$ cat config.mk
export PLATFORM = sky130hd
export DESIGN_NAME = quad_decoder_multi
export DESIGN_NICKNAME = d
export VERILOG_FILES = /design/src/rtl/quad_pkg.sv /design/src/rtl/quad_channel.sv /design/src/rtl/quad_decoder_multi.sv
export SDC_FILE = /design/constraint.sdc
export NUM_CORES = 1
export LEC_CHECK = 0
export CAP_MARGIN = 20
export CORE_MARGIN = 4
export CORE_UTILIZATION = 30
export CTS_CLUSTER_DIAMETER = 60
export DETAILED_ROUTE_END_ITERATION = 6
export HOLD_SLACK_MARGIN = 0.12
export PLACE_DENSITY = 0.55
export SYNTH_ARGS = -nofsm -noshare
export SYNTH_HDL_FRONTEND = slang
export SYNTH_SLANG_ARGS = --single-unit
$ cat constraint.sdc
create_clock -name clk -period 7.6 [get_ports clk]
set_input_delay 1.14 -clock clk [delete_from_list [all_inputs] [get_ports clk]]
set_output_delay 1.14 -clock clk [all_outputs]
set_load 0.005 [all_outputs]
$ cat src/rtl/quad_pkg.sv
// Shared types and the Gray-step classifier used by every quadrature decoder channel.
package quad_pkg;

  typedef logic [1:0] phase_t;  // {a, b}

  localparam phase_t PH_00 = 2'b00;
  localparam phase_t PH_01 = 2'b01;
  localparam phase_t PH_11 = 2'b11;
  localparam phase_t PH_10 = 2'b10;

  typedef enum logic [1:0] {
    IDLE,
    RUN_CW,
    RUN_CCW,
    ABORT
  } detent_state_t;

  typedef enum logic [1:0] {
    DIR_NONE,
    DIR_CW,
    DIR_CCW,
    DIR_ILLEGAL
  } step_dir_t;

  // Successor of a phase when turning clockwise: 00 -> 01 -> 11 -> 10 -> 00.
  function automatic phase_t cw_next(input phase_t p);
    case (p)
      PH_00:   return PH_01;
      PH_01:   return PH_11;
      PH_11:   return PH_10;
      default: return PH_00;
    endcase
  endfunction

  function automatic step_dir_t step_dir(input phase_t p, input phase_t n);
    if (n == p)               return DIR_NONE;
    else if (n == cw_next(p)) return DIR_CW;
    else if (p == cw_next(n)) return DIR_CCW;
    else                      return DIR_ILLEGAL;
  endfunction

endpackage

$ cat src/rtl/quad_channel.sv
// One quadrature channel: 2-flop synchroniser, stability filter, Gray-step decoder,
// optional detent (X1) state machine, wrapping position counter and sticky error flag.
module quad_channel
  import quad_pkg::*;
#(
  parameter int CNT_W    = 16,
  parameter int FILT_LEN = 4,
  parameter int X4       = 0
) (
  input  logic             clk,
  input  logic             rst_n,
  input  logic             a,
  input  logic             b,
  input  logic             clr,
  output logic             cw_out,
  output logic             ccw_out,
  output logic [CNT_W-1:0] pos,
  output logic             err
);

  localparam int FCNT_W = (FILT_LEN < 2) ? 1 : $clog2(FILT_LEN + 1);
  localparam logic [FCNT_W-1:0] FCNT_LAST = FCNT_W'(FILT_LEN - 1);

  phase_t            sync1_q, sync1_d;
  phase_t            sync2_q, sync2_d;
  phase_t            filt_q,  filt_d;
  phase_t            prev_q,  prev_d;
  logic [FCNT_W-1:0] fcnt_q,  fcnt_d;
  logic              init_q,  init_d;
  detent_state_t     state_q, state_d;
  logic [CNT_W-1:0]  pos_q,   pos_d;
  logic              err_q,   err_d;
  logic              cw_q,    cw_d;
  logic              ccw_q,   ccw_d;

  step_dir_t dir;
  assign dir = step_dir(prev_q, filt_q);

  always_comb begin
    // NOTE: every signal gets a default before any branch, so no path leaves one unassigned and no latch is inferred.
    sync1_d = {a, b};
    sync2_d = sync1_q;
    filt_d  = filt_q;
    fcnt_d  = '0;
    prev_d  = prev_q;
    init_d  = init_q;
    state_d = state_q;
    pos_d   = pos_q;
    err_d   = err_q;
    cw_d    = 1'b0;
    ccw_d   = 1'b0;

    // Accept a new phase only after it has differed from the filtered one for FILT_LEN cycles.
    if (sync2_q != filt_q) begin
      if (fcnt_q == FCNT_LAST) filt_d = sync2_q;
      else                     fcnt_d = fcnt_q + 1'b1;
    end

    if (filt_q != prev_q) begin
      prev_d = filt_q;
      if (init_q) begin
        // The first accepted phase after reset is only a starting point; mid-cycle means no valid detent.
        init_d  = 1'b0;
        state_d = (filt_q == PH_00) ? IDLE : ABORT;
      end else if (dir == DIR_ILLEGAL) begin
        err_d   = 1'b1;
        state_d = (filt_q == PH_00) ? IDLE : ABORT;
      end else begin
        if (filt_q == PH_00) begin
          state_d = IDLE;
        end else begin
          case (state_q)
            IDLE:    state_d = (dir == DIR_CW) ? RUN_CW : RUN_CCW;
            RUN_CW:  state_d = (dir == DIR_CW) ? RUN_CW : ABORT;
            RUN_CCW: state_d = (dir == DIR_CCW) ? RUN_CCW : ABORT;
            default: state_d = ABORT;
          endcase
        end

        if (X4 != 0) begin
          cw_d  = (dir == DIR_CW);
          ccw_d = (dir == DIR_CCW);
        end else if (filt_q == PH_00) begin
          cw_d  = (state_q == RUN_CW)  && (dir == DIR_CW);
          ccw_d = (state_q == RUN_CCW) && (dir == DIR_CCW);
        end
      end
    end

    if (cw_d)       pos_d = pos_q + CNT_W'(1);
    else if (ccw_d) pos_d = pos_q - CNT_W'(1);

    // Clear overrides the count and the error but leaves the step pulse visible.
    if (clr) begin
      pos_d = '0;
      err_d = 1'b0;
    end
  end

  // NOTE: state is updated only with non-blocking assignments so all flops see pre-edge values.
  always_ff @(posedge clk or negedge rst_n) begin
    if (!rst_n) begin
      sync1_q <= PH_00;
      sync2_q <= PH_00;
      filt_q  <= PH_00;
      prev_q  <= PH_00;
      fcnt_q  <= '0;
      init_q  <= 1'b1;
      state_q <= IDLE;
      pos_q   <= '0;
      err_q   <= 1'b0;
      cw_q    <= 1'b0;
      ccw_q   <= 1'b0;
    end else begin
      sync1_q <= sync1_d;
      sync2_q <= sync2_d;
      filt_q  <= filt_d;
      prev_q  <= prev_d;
      fcnt_q  <= fcnt_d;
      init_q  <= init_d;
      state_q <= state_d;
      pos_q   <= pos_d;
      err_q   <= err_d;
      cw_q    <= cw_d;
      ccw_q   <= ccw_d;
    end
  end

  assign cw_out  = cw_q;
  assign ccw_out = ccw_q;
  assign pos     = pos_q;
  assign err     = err_q;

endmodule

$ cat src/rtl/quad_decoder_multi.sv
// Multi-channel quadrature decoder: NCH independent channels, positions packed
// channel i at pos[i*CNT_W +: CNT_W].
module quad_decoder_multi
  import quad_pkg::*;
#(
  parameter int NCH      = 2,
  parameter int CNT_W    = 16,
  parameter int FILT_LEN = 4,
  parameter int X4       = 0
) (
  input  logic                 clk,
  input  logic                 rst_n,
  input  logic [NCH-1:0]       a,
  input  logic [NCH-1:0]       b,
  input  logic [NCH-1:0]       clr,
  output logic [NCH-1:0]       cw_out,
  output logic [NCH-1:0]       ccw_out,
  output logic [NCH*CNT_W-1:0] pos,
  output logic [NCH-1:0]       err
);

  for (genvar i = 0; i < NCH; i++) begin : g_ch
    quad_channel #(
      .CNT_W    (CNT_W),
      .FILT_LEN (FILT_LEN),
      .X4       (X4)
    ) u_channel (
      .clk     (clk),
      .rst_n   (rst_n),
      .a       (a[i]),
      .b       (b[i]),
      .clr     (clr[i]),
      .cw_out  (cw_out[i]),
      .ccw_out (ccw_out[i]),
      .pos     (pos[i*CNT_W +: CNT_W]),
      .err     (err[i])
    );
  end

endmodule

; ---- Word level (Yosys, flattened, before mapping)
; Cells that the tools add are included.
[word_totals]
word_cells = 146
output_inout_bits = 38
register_bits = 66
in_bits = 8
[classes]
n_addsub = 6
n_reduce_logical = 20
n_eq_ne = 32
n_mux = 66
[ops]
columns = cell, count
row1 = 16-bit 2-to-1 mux, 6
row2 = 2-bit 2-to-1 mux, 22
row3 = 2-bit case mux with 3 select lines, 6
row4 = 16-bit by 1-bit adder with 16-bit output (second input constant), 2
row5 = 16-bit by 1-bit subtractor with 16-bit output (second input constant), 2
row6 = 1-bit 2-to-1 mux, 28
row7 = 2-bit equality test (second input constant), 10
row8 = 2-bit by 1-bit equality test with 1-bit output (second input constant), 8
row9 = 2-bit equality test, 6
row10 = 2-bit zero test, 6
row11 = 3-bit 2-to-1 mux, 4
row12 = 2-bit inequality test, 4
row13 = 2-bit nonzero test, 4
row14 = 3-bit by 1-bit adder with 3-bit output (second input constant), 2
row15 = 3-bit by 2-bit equality test with 1-bit output (second input constant), 2
row16 = 3-bit AND reduction, 2
row17 = 3-bit nonzero test, 2
row18 = 1-bit logical AND, 4
row19 = 2-bit inequality test (second input constant), 2
row20 = 2-bit AND reduction, 2

; ---- Logic depth before layout (Yosys ltp)
[depth]
ltp_word = 19
mapped_depth = 11
depth_no_buf = 9

; ---- Hierarchy
; From an unflattened synthesis, not the netlist that was laid out.
[unflattened]
hier_cells = 480
hier_area_um2 = 4331.7
[by_module_without_submodules]
columns = mod, area_each_um2, seq_area_each_um2, cells_per_inst, instances
row1 = quad_channel at g_ch[1].u_channel, 2169.6, 827.0, 239, 1
row2 = quad_channel at g_ch[0].u_channel, 2162.1, 827.0, 241, 1

; ---- Worst setup path before layout
; Ideal clock, no wire load.
[synth_path]
path_kind = register -> register
from = register g_ch[0].u_channel.prev_q[1]
to = register g_ch[0].u_channel.pos_q[15]
synth_period_minus_slack_ns = 2.994
path_stages_with_launch = 11
required_ns = 7.462
t_arrival_ns = 2.857
slack_ns = 4.606
setup_ns = 0.138
n_path_buf = 1
cell_sequence = dfrtp_1 > buf_2 > nor2b_1 > nand3_1 > ha_1 > and3_1 > a22o_1 > o41ai_2 > o21ai_1 > a211oi_1 > a211oi_1
[synth_via]
elab_chain_cells = 14
word_cells_on_any_way = 28
cone_classes = 9 x eq/ne / 15 x mux / 4 x reduce/logical
[synth_lines]
columns = element, line_no
row1 = start: declaration, quad_channel.sv:27  ; phase_t prev_q, prev_d;
row2 = start signal: assignment, quad_channel.sv:118  ; prev_q <= prev_d;
row3 = 2-bit equality test (tied with other cells), quad_pkg.sv:27  ; case (p)
row4 = 2-bit case mux with 3 select lines, quad_pkg.sv:27
row5 = 2-bit 2-to-1 mux, quad_pkg.sv:36  ; if (n == p) return DIR_NONE;
row6 = 2-bit equality test, quad_pkg.sv:37  ; else if (n == cw_next(p)) return DIR_CW;
row7 = 2-bit 2-to-1 mux, quad_pkg.sv:37
row8 = 2-bit 2-to-1 mux, quad_pkg.sv:36
row9 = 2-bit by 1-bit equality test with 1-bit output, quad_channel.sv:84  ; cw_d = (state_q == RUN_CW) && (dir == DIR_CW);
row10 = 1-bit logical AND, quad_channel.sv:84
row11 = 1-bit 2-to-1 mux, quad_channel.sv:83  ; end else if (filt_q == PH_00) begin
row12 = 1-bit 2-to-1 mux, quad_channel.sv:65  ; end else if (dir == DIR_ILLEGAL) begin
row13 = 1-bit 2-to-1 mux, quad_channel.sv:61  ; if (init_q) begin
row14 = 1-bit 2-to-1 mux, quad_channel.sv:59  ; if (filt_q != prev_q) begin
row15 = 16-bit 2-to-1 mux, quad_channel.sv:90  ; if (cw_d) pos_d = pos_q + CNT_W'(1);
row16 = 16-bit 2-to-1 mux, quad_channel.sv:94  ; if (clr) begin
row17 = end signal: assignment, quad_channel.sv:122  ; pos_q <= pos_d;
row18 = end: declaration, quad_channel.sv:31  ; logic [CNT_W-1:0] pos_q, pos_d;
; Several ways; a longest one is shown, not always the timed one. The select of a mux whose other input is x is not followed.
; A chain may end at the register's enable or synchronous reset.

; ---- Worst setup path in the final report
; Ends and elaborated chain as after synthesis.

==> summary.md <==
| Metric | Value |
|---|---|
| # DRC | `0` |
| Top cell type's share of synthesized area | `37.2%` |
| Worst Setup End Kind | `flip-flop` |
| M3 GR Usage | `4.21%` |
| Drt wl/cell | `14.6 µm` |
| Leading area contributor after synthesis | `dfrtp_1` |
| Post-cts sizing count | `0` |
| Die height | `128 µm` |
| GR Overflow Total | `0` |
| Die Footprint | `0.0163 mm²` |
| H-tree depth | `3` |
| CTS tree | `yes` |
| Initial antenna violation count | `0` |
| Via count | `3602` |
| DPL Wire Length | `6810 µm` |
| Power Density | `449 mW/mm²` |
| Total power | `2.31 mW` |
| DRT antenna net count | `0` |
| Worst VDD drop | `0.187 mV` |
| Post-synth EDFFs | `0` |
| N_diodes | `0` |
| IO buf count | `45` |
| Worst setup margin | `3.99 ns` |
| CTS clk-pin slew, worst paths | `0.06 ns` |
| Dpl ws | `4.00 ns` |
| Async set or reset register ratio after synthesis | `100%` |
| Clock Sinks | `66` |
| Crit start category | `flip-flop` |
| Synth top cells by count | `dfrtp_1, nand2_1, a21oi_1` |
| Final setup violation count | `0` |
| Synth warn | `0` |
| Area grow syn2layout | `19.5%` |
| Syn Area/Cell | `9.20 µm²` |
| Total wire length | `9950 µm` |
| Core Box Area | `0.0140 mm²` |
| Tightest hold margin | `0.347 ns` |
| RSZ-0062 raised after global routing | `no` |
| Count leader, synth | `dfrtp_1` |
| Cells after synthesis | `468` |
| Initial DRC Count | `156` |
| DR pass1 iterations | `5` |
| Hold Crit Class | `flip-flop to flip-flop` |
| Starting Density | `30.8%` |
| Root buffer cell | `clkbuf_16` |
| Fin area | `0.00515 mm²` |
| Largest net degree at the start of global routing | `67` |
| Period utilisation layout | `47.5%` |
| Synth Register Bits | `66` |
| Final nets | `541` |
| Worst Path Required | `7.78 ns` |
| Max cap viols | `0` |
| Sequential-to-total area share from yosys stat | `38.4%` |
| Vias in the first global route | `3646` |
| Max Freq | `277 MHz` |
| CTS Buf Count | `9` |
| Arr. time, crit path | `3.79 ns` |
| Status | `complete, no violations` |
| Crit Path Max Fanout | `18` |
| Total GRT Usage | `12.9%` |
| Setup tns final | `0 ns` |
| Number of cell rows | `43` |
| Hold buffers post-CTS | `0` |
| Post-synth top flop | `dfrtp_1` |
| Slew HR | `42.6%` |
| Crit Path Category | `flip-flop to flip-flop` |
| Final Max Tran Viols | `0` |
| GPL Wtd Cong | `0.862` |
| Via density | `5.28` |
| Distinct cells, synth | `66` |
| Global routing's busiest layer | `met2` |
| Worst-Margin Slew | `0.861 ns` |
| Min cycle time layout | `3.61 ns` |
| Met2 Track Usage GR | `21.7%` |
| Layout cells sized above 1 | `6.57%` |
| Lkg Pwr | `2.27 nW` |
| Layout Skew | `0.00594 ns` |
| Global-route met1 utilization | `15.8%` |
| DP Area | `0.00485 mm²` |
| Mapped Area | `0.00431 mm²` |
| Die Width | `128 µm` |
| Number of I/O pins | `46` |
| Final Hold Vio Count | `0` |
| Post-CTS Setup Bufs | `0` |
| Syn Nets | `512` |
| Clk_lat worst skew | `0.34 ns` |
| Top cells by area, synth | `dfrtp_1, ha_1, a21oi_1` |
| Clock Path Buffers | `2` |
| Global-route wire length before repair | `17300 µm` |
## stage by stage
stage          cells  util [%]
5_1_grt          682      36.8
6_report         682      36.8
2_1_floorplan    468         -
3_3_place_gp     666      34.7
3_5_place_dp     666      34.7
4_1_cts          682      36.8
## state kept, by name, summed over array words and instances, names as in the netlist
name / flops
g_ch.u_channel.sync1_q: 4
g_ch.u_channel.prev_q: 4
g_ch.u_channel.ccw_out: 2
g_ch.u_channel.sync2_q: 4
g_ch.u_channel.init_q: 2
g_ch.u_channel.state_q: 4
g_ch.u_channel.fcnt_q: 6
g_ch.u_channel.pos: 32
g_ch.u_channel.filt_q: 4
g_ch.u_channel.err: 2
g_ch.u_channel.cw_out: 2
## final timing paths
path	startpoint	end	slack, ns	cells past startpoint
max	g_ch[0].u_channel.prev_q[1]	g_ch[0].u_channel.pos[15]	3.99	9
min	g_ch[0].u_channel.sync1_q[1]	g_ch[0].u_channel.sync2_q[1]	0.35	0
max reg2reg	g_ch[0].u_channel.prev_q[1]	g_ch[0].u_channel.pos[15]	3.99	9
min reg2reg	g_ch[0].u_channel.sync1_q[1]	g_ch[0].u_channel.sync2_q[1]	0.35	0
max in group asynchronous	rst_n	g_ch[1].u_channel.pos[5]	6.04	2
min in group asynchronous	rst_n	g_ch[0].u_channel.fcnt_q[0]	1.00	2
## report_power, final
part,internal (mW),switching [mW],total (mW),leakage [nW]
sequential,0.449,0.141,0.590,0.859
clock,0.255,0.166,0.421,0.139
combinational,0.626,0.675,1.30,1.27
## logic make-up (layout without fill, tap and decap cells)
kind of cell / after synthesis / count (layout) / share of synthesized area [%]
simple gates: 162 / 162 / 19.7
compound gates: 130 / 130 / 20.0
flops: 66 / 66 / 38.4
buf+inv: 41 / 75 / 4.27
fa+ha+maj: 36 / 36 / 10.8
xor+xnor: 29 / 29 / 5.90
mux: 4 / 4 / 0.988
## metal layers
| metal | vias up | share of wire [%] | wire length, µm |
|---|---|---|---|
| li1 | 1762 | - | - |
| met4 | 0 | 1.4 | 142 |
| met2 | 97 | 48 | 4770 |
| met1 | 1728 | 45 | 4500 |
| met5 | - | 0 | 0 |
| met3 | 15 | 5.4 | 541 |
## cells in the final DEF (no fill, tap or decap), types with 7 or more instances in the layout
master	n
dfrtp_1	64
nor2_1	33
a21oi_1	41
clkbuf_16	9
xnor2_1	17
nand3_1	14
a21o_1	8
inv_1	11
o21ai_1	9
ha_1	34
nor3_1	15
nor2b_1	8
clkdlybuf4s50_1	44
and3_1	7
nand2_1	50
xor2_1	12
o21ai_0	15
a211oi_1	9
## critical path: stages (launching register included)
cell	delay, ns
dfrtp_1	0.54
nor2b_1	0.26
nand3_1	0.64
ha_1	0.65
and3_1	0.20
a22o_1	0.21
o41ai_2	0.48
o21ai_1	0.17
a211oi_1	0.23
a211oi_1	0.07
## area by class of cell
cell class | count | area (µm²)
multi-input cells | 361 | 2470
well taps | 180 | 225
repair buffers | 46 | 453
clock buffers | 10 | 229
clock inverters | 6 | 67.6
flip-flops and latches | 66 | 1650
inverters | 13 | 48.8
fillers | 1444 | 8840
(Power assumes the default switching activity.)
